===== config.mk =====
export PLATFORM = sky130hd
export DESIGN_NAME = cf_gpio_bank
export DESIGN_NICKNAME = d
export VERILOG_FILES = /design/src/rtl/cf_gpio_pkg.sv /design/src/rtl/cf_gpio_sync.sv /design/src/rtl/cf_gpio_bank.sv
export SDC_FILE = /design/constraint.sdc
export NUM_CORES = 1
export LEC_CHECK = 0
export CAP_MARGIN = 40
export CORE_MARGIN = 3
export CORE_UTILIZATION = 30
export DETAILED_ROUTE_END_ITERATION = 10
export HOLD_SLACK_MARGIN = 0.12
export PLACE_DENSITY_LB_ADDON = 0.2
export SLEW_MARGIN = 20
export SYNTH_ARGS = -nofsm -noshare
export SYNTH_HDL_FRONTEND = slang
export SYNTH_SLANG_ARGS = --single-unit

===== constraint.sdc =====
create_clock -name clk -period 2.9 [get_ports clk]
set_input_delay 0.29 -clock clk [delete_from_list [all_inputs] [get_ports clk]]
set_output_delay 0.29 -clock clk [all_outputs]
set_load 0.1 [all_outputs]

===== src/rtl/cf_gpio_pkg.sv =====
// Shared definitions for the Openframe GPIO bank: pin modes, drive-mode codes,
// the pad control struct and the mode-to-pad encoding.
package cf_gpio_pkg;

  localparam logic [2:0] MODE_ANALOG   = 3'd0;
  localparam logic [2:0] MODE_INPUT    = 3'd1;
  localparam logic [2:0] MODE_INPUT_PD = 3'd2;
  localparam logic [2:0] MODE_INPUT_PU = 3'd3;
  localparam logic [2:0] MODE_OUTPUT   = 3'd4;
  localparam logic [2:0] MODE_BIDIR    = 3'd5;

  localparam logic [2:0] DM_ANALOG    = 3'b000;
  localparam logic [2:0] DM_INPUT     = 3'b001;
  localparam logic [2:0] DM_PULL_UP   = 3'b010;
  localparam logic [2:0] DM_PULL_DOWN = 3'b011;
  localparam logic [2:0] DM_STRONG    = 3'b110;

  typedef struct packed {
    logic [2:0] dm;
    logic       inp_dis;
    logic       oeb;
    logic       out;
  } pad_cfg_t;

  // Safe intermediate state: plain input buffer, driver off.
  localparam pad_cfg_t PAD_PARK = '{dm: DM_INPUT, inp_dis: 1'b0, oeb: 1'b1, out: 1'b0};

  typedef enum logic [1:0] {
    SEQ_IDLE,
    SEQ_PARK,
    SEQ_APPLY
  } seq_state_t;

  function automatic logic mode_valid(input logic [2:0] mode);
    return mode <= MODE_BIDIR;
  endfunction

  // Modes in which the pad input buffer is meaningful to user logic.
  function automatic logic mode_senses(input logic [2:0] mode);
    return (mode == MODE_INPUT) || (mode == MODE_INPUT_PD) ||
           (mode == MODE_INPUT_PU) || (mode == MODE_BIDIR);
  endfunction

  function automatic pad_cfg_t pad_enc(input logic [2:0] mode, input logic io_out,
                                       input logic io_oeb);
    pad_cfg_t p;
    p = '{dm: DM_ANALOG, inp_dis: 1'b1, oeb: 1'b1, out: 1'b0};
    case (mode)
      MODE_INPUT:    p = '{dm: DM_INPUT,     inp_dis: 1'b0, oeb: 1'b1,   out: 1'b0};
      MODE_INPUT_PD: p = '{dm: DM_PULL_DOWN, inp_dis: 1'b0, oeb: 1'b0,   out: 1'b0};
      MODE_INPUT_PU: p = '{dm: DM_PULL_UP,   inp_dis: 1'b0, oeb: 1'b0,   out: 1'b1};
      MODE_OUTPUT:   p = '{dm: DM_STRONG,    inp_dis: 1'b1, oeb: 1'b0,   out: io_out};
      MODE_BIDIR:    p = '{dm: DM_STRONG,    inp_dis: 1'b0, oeb: io_oeb, out: io_out};
      default:       p = '{dm: DM_ANALOG,    inp_dis: 1'b1, oeb: 1'b1,   out: 1'b0};
    endcase
    return p;
  endfunction

endpackage


===== src/rtl/cf_gpio_sync.sv =====
// Single-bit multi-flop synchroniser for an asynchronous pad input.
module cf_gpio_sync #(
  parameter int STAGES = 2
) (
  input  logic clk,
  input  logic rst,
  input  logic d_i,
  output logic q_o
);

  logic [STAGES-1:0] ff_q;

  // NOTE: clocked state uses <= so every flop samples its pre-edge neighbour;
  // blocking assignments here would collapse the chain into a single stage.
  always_ff @(posedge clk) begin
    if (rst) begin
      ff_q <= '0;
    end else begin
      ff_q <= {ff_q[STAGES-2:0], d_i};
    end
  end

  assign q_o = ff_q[STAGES-1];

endmodule


===== src/rtl/cf_gpio_bank.sv =====
// Runtime-configurable bank of Openframe GPIO pad controllers with glitch-free
// mode sequencing. Optional edge interrupt enabled by CF_GPIO_BANK_IRQ_EN.
module cf_gpio_bank
  import cf_gpio_pkg::*;
#(
  parameter int         NUM_PINS    = 8,
  parameter int         SYNC_STAGES = 2,
  parameter int         PARK_CYCLES = 2,
  parameter logic [2:0] RESET_MODE  = 3'd1,
  localparam int        IW          = (NUM_PINS > 1) ? $clog2(NUM_PINS) : 1
) (
  input  logic                  clk,
  input  logic                  rst,
  input  logic                  cfg_we,
  input  logic [IW-1:0]         cfg_idx,
  input  logic [2:0]            cfg_mode,
  output logic                  cfg_ready,
  output logic                  cfg_err,
  output logic [3*NUM_PINS-1:0] mode_q,
  input  logic [NUM_PINS-1:0]   io_out,
  input  logic [NUM_PINS-1:0]   io_oeb,
  output logic [NUM_PINS-1:0]   io_in,
  input  logic [NUM_PINS-1:0]   gpio_in,
  output logic [3*NUM_PINS-1:0] gpio_dm,
  output logic [NUM_PINS-1:0]   gpio_inp_dis,
  output logic [NUM_PINS-1:0]   gpio_oeb,
  output logic [NUM_PINS-1:0]   gpio_out,
  output logic [NUM_PINS-1:0]   gpio_analog_en,
  output logic [NUM_PINS-1:0]   gpio_analog_sel,
  output logic [NUM_PINS-1:0]   gpio_analog_pol,
  output logic [NUM_PINS-1:0]   gpio_ib_mode_sel,
  output logic [NUM_PINS-1:0]   gpio_vtrip_sel,
  output logic [NUM_PINS-1:0]   gpio_slow_sel,
  output logic [NUM_PINS-1:0]   gpio_holdover,
  output logic                  irq,
  input  logic [NUM_PINS-1:0]   irq_clr
);

  localparam int CW = $clog2(PARK_CYCLES + 1);

  seq_state_t                 state_q, state_d;
  logic [IW-1:0]              idx_q, idx_d;
  logic [2:0]                 tgt_q, tgt_d;
  logic [CW-1:0]              cnt_q, cnt_d;
  logic                       err_q, err_d;
  logic [NUM_PINS-1:0][2:0]   modes_q, modes_d;
  pad_cfg_t [NUM_PINS-1:0]    pad_q, pad_d;
  logic [NUM_PINS-1:0]        sync_in;

  logic       idx_ok;
  logic [2:0] cur_mode;
  logic       wr_bad;
  logic       accept;

  // Index decode via compare loop keeps out-of-range indices away from the arrays.
  always_comb begin
    idx_ok   = 1'b0;
    cur_mode = MODE_ANALOG;
    for (int n = 0; n < NUM_PINS; n++) begin
      if (cfg_idx == IW'(n)) begin
        idx_ok   = 1'b1;
        cur_mode = modes_q[n];
      end
    end
  end

  assign cfg_ready = (state_q == SEQ_IDLE);
  assign wr_bad    = cfg_we && (!cfg_ready || !idx_ok || !mode_valid(cfg_mode));
  assign accept    = cfg_we && cfg_ready && idx_ok && mode_valid(cfg_mode) &&
                     (cfg_mode != cur_mode);

  // Park occupies PARK_CYCLES visible cycles: PARK_CYCLES-1 in PARK plus the APPLY cycle.
  always_comb begin
    // NOTE: every combinational output gets a default first so no path can leave it
    // unassigned, which would otherwise infer a latch.
    state_d = state_q;
    idx_d   = idx_q;
    tgt_d   = tgt_q;
    cnt_d   = cnt_q;
    err_d   = wr_bad;
    case (state_q)
      SEQ_IDLE: begin
        if (accept) begin
          idx_d   = cfg_idx;
          tgt_d   = cfg_mode;
          cnt_d   = CW'(PARK_CYCLES - 1);
          state_d = (PARK_CYCLES > 1) ? SEQ_PARK : SEQ_APPLY;
        end
      end
      SEQ_PARK: begin
        if (cnt_q <= CW'(1)) begin
          state_d = SEQ_APPLY;
        end else begin
          cnt_d = cnt_q - CW'(1);
        end
      end
      SEQ_APPLY: state_d = SEQ_IDLE;
      default:   state_d = SEQ_IDLE;
    endcase
  end

  always_comb begin
    modes_d = modes_q;
    pad_d   = pad_q;
    for (int n = 0; n < NUM_PINS; n++) begin
      if ((state_q == SEQ_APPLY) && (idx_q == IW'(n))) begin
        modes_d[n] = tgt_q;
      end
      if ((accept && (cfg_idx == IW'(n))) || ((state_q == SEQ_PARK) && (idx_q == IW'(n)))) begin
        pad_d[n] = PAD_PARK;
      end else begin
        pad_d[n] = pad_enc(modes_d[n], io_out[n], io_oeb[n]);
      end
    end
  end

  always_ff @(posedge clk) begin
    if (rst) begin
      state_q <= SEQ_IDLE;
      idx_q   <= '0;
      tgt_q   <= RESET_MODE;
      cnt_q   <= '0;
      err_q   <= 1'b0;
      // NOTE: mode and pad arrays are plain flops, not RAM, and must come out of
      // reset in a defined pad state, so they are reset like any other register.
      for (int n = 0; n < NUM_PINS; n++) begin
        modes_q[n] <= RESET_MODE;
        pad_q[n]   <= pad_enc(RESET_MODE, 1'b0, 1'b0);
      end
    end else begin
      state_q <= state_d;
      idx_q   <= idx_d;
      tgt_q   <= tgt_d;
      cnt_q   <= cnt_d;
      err_q   <= err_d;
      modes_q <= modes_d;
      pad_q   <= pad_d;
    end
  end

  assign cfg_err = err_q;
  assign mode_q  = modes_q;

  for (genvar g = 0; g < NUM_PINS; g++) begin : g_sync
    cf_gpio_sync #(.STAGES(SYNC_STAGES)) u_sync (
      .clk (clk),
      .rst (rst),
      .d_i (gpio_in[g]),
      .q_o (sync_in[g])
    );
  end

  always_comb begin
    gpio_dm      = '0;
    gpio_inp_dis = '0;
    gpio_oeb     = '0;
    gpio_out     = '0;
    io_in        = '0;
    for (int n = 0; n < NUM_PINS; n++) begin
      gpio_dm[3*n +: 3] = pad_q[n].dm;
      gpio_inp_dis[n]   = pad_q[n].inp_dis;
      gpio_oeb[n]       = pad_q[n].oeb;
      gpio_out[n]       = pad_q[n].out;
      io_in[n]          = sync_in[n] & mode_senses(modes_q[n]);
    end
  end

  assign gpio_analog_en   = '0;
  assign gpio_analog_sel  = '0;
  assign gpio_analog_pol  = '0;
  assign gpio_ib_mode_sel = '0;
  assign gpio_vtrip_sel   = '0;
  assign gpio_slow_sel    = '0;
  assign gpio_holdover    = '0;

`ifdef CF_GPIO_BANK_IRQ_EN
  logic [NUM_PINS-1:0] prev_q, pend_q, pend_d, edge_hit;
  logic                irq_q;

  // Edges are taken on the raw synchronised value so a mode change alone never fires.
  always_comb begin
    edge_hit = '0;
    for (int n = 0; n < NUM_PINS; n++) begin
      edge_hit[n] = (sync_in[n] ^ prev_q[n]) & mode_senses(modes_q[n]);
    end
    pend_d = (pend_q & ~irq_clr) | edge_hit;
  end

  always_ff @(posedge clk) begin
    if (rst) begin
      prev_q <= '0;
      pend_q <= '0;
      irq_q  <= 1'b0;
    end else begin
      prev_q <= sync_in;
      pend_q <= pend_d;
      irq_q  <= |pend_d;
    end
  end

  assign irq = irq_q;
`else
  logic unused_irq_clr;
  assign unused_irq_clr = ^irq_clr;
  assign irq            = 1'b0;
`endif

endmodule


==> results.json <==
{
  "first_iter_violations": 223,
  "r2r-end": "gpio_oeb[6]",
  "cts_hold_buf": 0,
  "max_slew_margin_pct": 54.7,
  "cts_setup_buffers": 0,
  "wl_per_cell_um": 16.4,
  "tritoncts": "done",
  "drc": 0,
  "startpoint_type": "primary input",
  "dieArea_um2": 18200,
  "setup_tns_ps": 0,
  "cp-end-kind": "flop",
  "ir_drop_mv": 0.319,
  "grt_pass1_vias": 3930,
  "routed-via-count": 4173,
  "htreeDepth": 3,
  "synth_top_area_share_pct": 39.7,
  "io_buffers": 114,
  "cp_num_buf_inv": 3,
  "worstHoldPathType": "primary input to flop",
  "fmax_mhz": 415,
  "setup_viol_count_final": 0,
  "maxCapViolCount": 0,
  "nets": 688,
  "max_stage_delay_ps": 510,
  "syn_avg_cell_area_um2": 9.35,
  "worst_slack_ps": 489,
  "worst_path_most_repeated_cell": "buf_12",
  "finalMaxSlewViolations": 0,
  "whs_endpoint": "mode_q[1]",
  "cp_data_arrival_time_ps": 2650,
  "hpwlAfterDp_um": 10700,
  "drt.antenna.violating_nets": 0,
  "cp_max_fo": 18,
  "wirelength_um": 14200,
  "die_y_um": 135,
  "grtUsageTotal_pct": 15.4,
  "start_util_pct": 31.1,
  "rr_worst_depth": 6,
  "fp.coreArea_um2": 16100,
  "rsz0062_at_grt": "no",
  "clk-insertion-delay-late_ps": 350,
  "placed_cell_area_um2": 6020,
  "synth_seq_cells": 99,
  "use_met1_pct": 19.8,
  "synth_warnings": 0,
  "design_area_um2": 6360,
  "yosysSeqAreaShare_pct": 39.7,
  "clock_skew_ps": 5.75,
  "syn_area_um2": 4990,
  "ios": 180,
  "dp_slack_ps": 121,
  "hold_depth": 2,
  "netlist_instances": 534,
  "leakagePower_nw": 2.74,
  "antenna_found_initial": 0,
  "cpMaxStageDelayCell": "clkdlybuf4s50_1",
  "viasPerCell": 4.82,
  "cp_top_family": "compound AO/OA/AOI/OAI gates",
  "area_growth_syn_to_layout_pct": 27.4,
  "synth_ff_type": "dfxtp_1",
  "worstMarginPinSlew_ps": 679,
  "path_cells": "clkdlybuf4s50_1, buf_12, a21oi_1, a21o_1, or4_1, o2111ai_1, a31oi_4, buf_12, a311o_1",
  "min_from": "rst",
  "synth-edff-count": 0,
  "yosys.area.top_type": "dfxtp_1",
  "numCtsBuffers": 9,
  "numClockSinks": 99,
  "cts_buffer_depth": 2,
  "fin_cells": 866,
  "yosysUniqueCellTypes": 64,
  "grt-ovfl-total": 0,
  "fin_crit_sh_pct": 83.1,
  "required_ps": 3140,
  "criticalPathCategory": "primary input to flop",
  "use_met3_pct": 3.76,
  "rows": 46,
  "r2r_slack_ps": 500,
  "grt_pass1_wl_um": 21700,
  "drive_above_1_share_pct": 21.7,
  "path_clk_slew_ps": 70,
  "power_density_nw_per_um2": 542,
  "cts_resized": 0,
  "synthTopCellsByArea": "dfxtp_1 (40%), buf_4 (9.2%), mux2i_1 (6.8%), nand2b_1 (3.5%), nor2b_1 (3.5%)",
  "place_inst": 850,
  "antennaDiodeCount": 0,
  "status": "finished, final reports clean",
  "drt_pass1_iterations": 5,
  "grt-busiest-layer": "met2",
  "cts.root.buffer_cell": "clkbuf_16",
  "reg2reg_from": "idx_q[2]",
  "die_w_um": 135,
  "hold_violations": 0,
  "async_flop_share_pct": 0,
  "grt_max_degree": 31,
  "met2_usage_pct": 24.5,
  "post-route-min-period_ps": 2410,
  "gp_routability_congestion": 0.890
}
==> worst reg2reg max path: stages, from the launching register on <==
cell and delay, ps:
dfxtp_1 570, and3b_1 260, and2_1 290, mux2i_1 480, nor2b_1 350, a21oi_1 100, a211o_1 230
==> cells in the mapped netlist (all sizes together) (4+ instances only) <==
master	number
dfxtp	99
buf	74
nor2	36
mux2i	35
nand2b	28
nor2b	28
nand2	27
a21oi	22
clkbuf	17
a311oi	14
a31oi	13
inv	10
mux2	10
a211oi	8
a21o	8
and2	7
o211a	7
o211ai	6
xnor2	6
a311o	5
a31o	5
nor3	5
o31ai	4
==> worst max-delay path by stage <==
stage / from / to / slack [ps] / cells past startpoint
after floorplan: mode_q[9] / gpio_oeb[6] / 200 / 7
after global placement: cfg_idx[0] / tgt_q[0] / 150 / 10
after detailed placement: cfg_idx[0] / cnt_q[0] / 120 / 10
after CTS: cfg_idx[0] / gpio_oeb[1] / 490 / 10
after global routing: idx_q[1] / gpio_inp_dis[6] / 310 / 6
final: cfg_idx[0] / gpio_oeb[1] / 490 / 9
==> final cells by class <==
type,count,area (um2)
Fill cell,1619,9700
Multi-Input combinational cell,390,2570
Sequential cell,99,1980
Timing Repair Buffer,135,1160
Tap cell,216,270
Clock buffer,11,253
Clock inverter,5,82.6
Inverter,10,37.5
==> state kept, by name, indices dropped and copies added (netlist names) <==
signal and flops:
gpio_dm 24, mode_q 24, g_sync.u_sync.ff_q 16, gpio_inp_dis 8, gpio_oeb 8, gpio_out 8, idx_q 3, tgt_q 3
cnt_q 2, state_q 2, cfg_err 1
==> where the power goes <==
| part | internal (mW) | total (mW) | switching (mW) |
|---|---|---|---|
| combinational | 0.144 | 0.692 | 0.548 |
| sequential | 1.38 | 1.41 | 0.0318 |
| clock | 0.808 | 1.34 | 0.532 |
| total | 2.33 | 3.44 | 1.11 |
==> metal layers <==
metal | share of wire, % | routed length [um]
met1 | 43 | 6140
met2 | 47 | 6680
met3 | 6.9 | 982
met4 | 2.8 | 402
met5 | 0 | 0
==> cell usage in the layout, fill, tap and decap left out, types with 8 or more instances in the layout <==
cell             netlist  routed
dfxtp_1               99      99
buf_4                 61      98
conb_1                 1      57
nor2_1                36      36
mux2i_1               34      34
clkdlybuf4s50_1        0      31
nor2b_1               28      28
nand2b_1              28      28
nand2_1               27      27
a21oi_1               20      20
a311oi_1              14      14
a31oi_1               12      12
clkbuf_16              0       9
inv_1                  8       8
a21o_1                 8       8
==> logic make-up (layout without fill, tap and decap cells) <==
| kind of cell | count (synthesis) | count (layout) | share of synthesized area, % |
|---|---|---|---|
| AOI/OAI and AO/OA | 127 | 127 | 20.0 |
| xor gates and xnor gates | 9 | 9 | 1.58 |
| adders and majority gates | 2 | 2 | 0.501 |
| buffers and inverters | 101 | 161 | 13.0 |
| DFF | 99 | 99 | 39.7 |
| muxes | 45 | 45 | 9.43 |
| other | 1 | 57 | 0.0751 |
| and+or+nand+nor | 150 | 150 | 15.8 |
==> through the flow <==
stage | hold slack (ps) | power (mW) | util (%)
3_5_place_dp | 423 | 2.13 | 37.5
5_1_grt | 399 | 3.57 | 39.6
3_3_place_gp | 420 | 2.13 | 37.3
4_1_cts | 362 | 3.48 | 39.6
2_1_floorplan | 414 | 2.05 | -
6_report | 363 | 3.44 | 39.6
(Power assumes the default switching activity.)
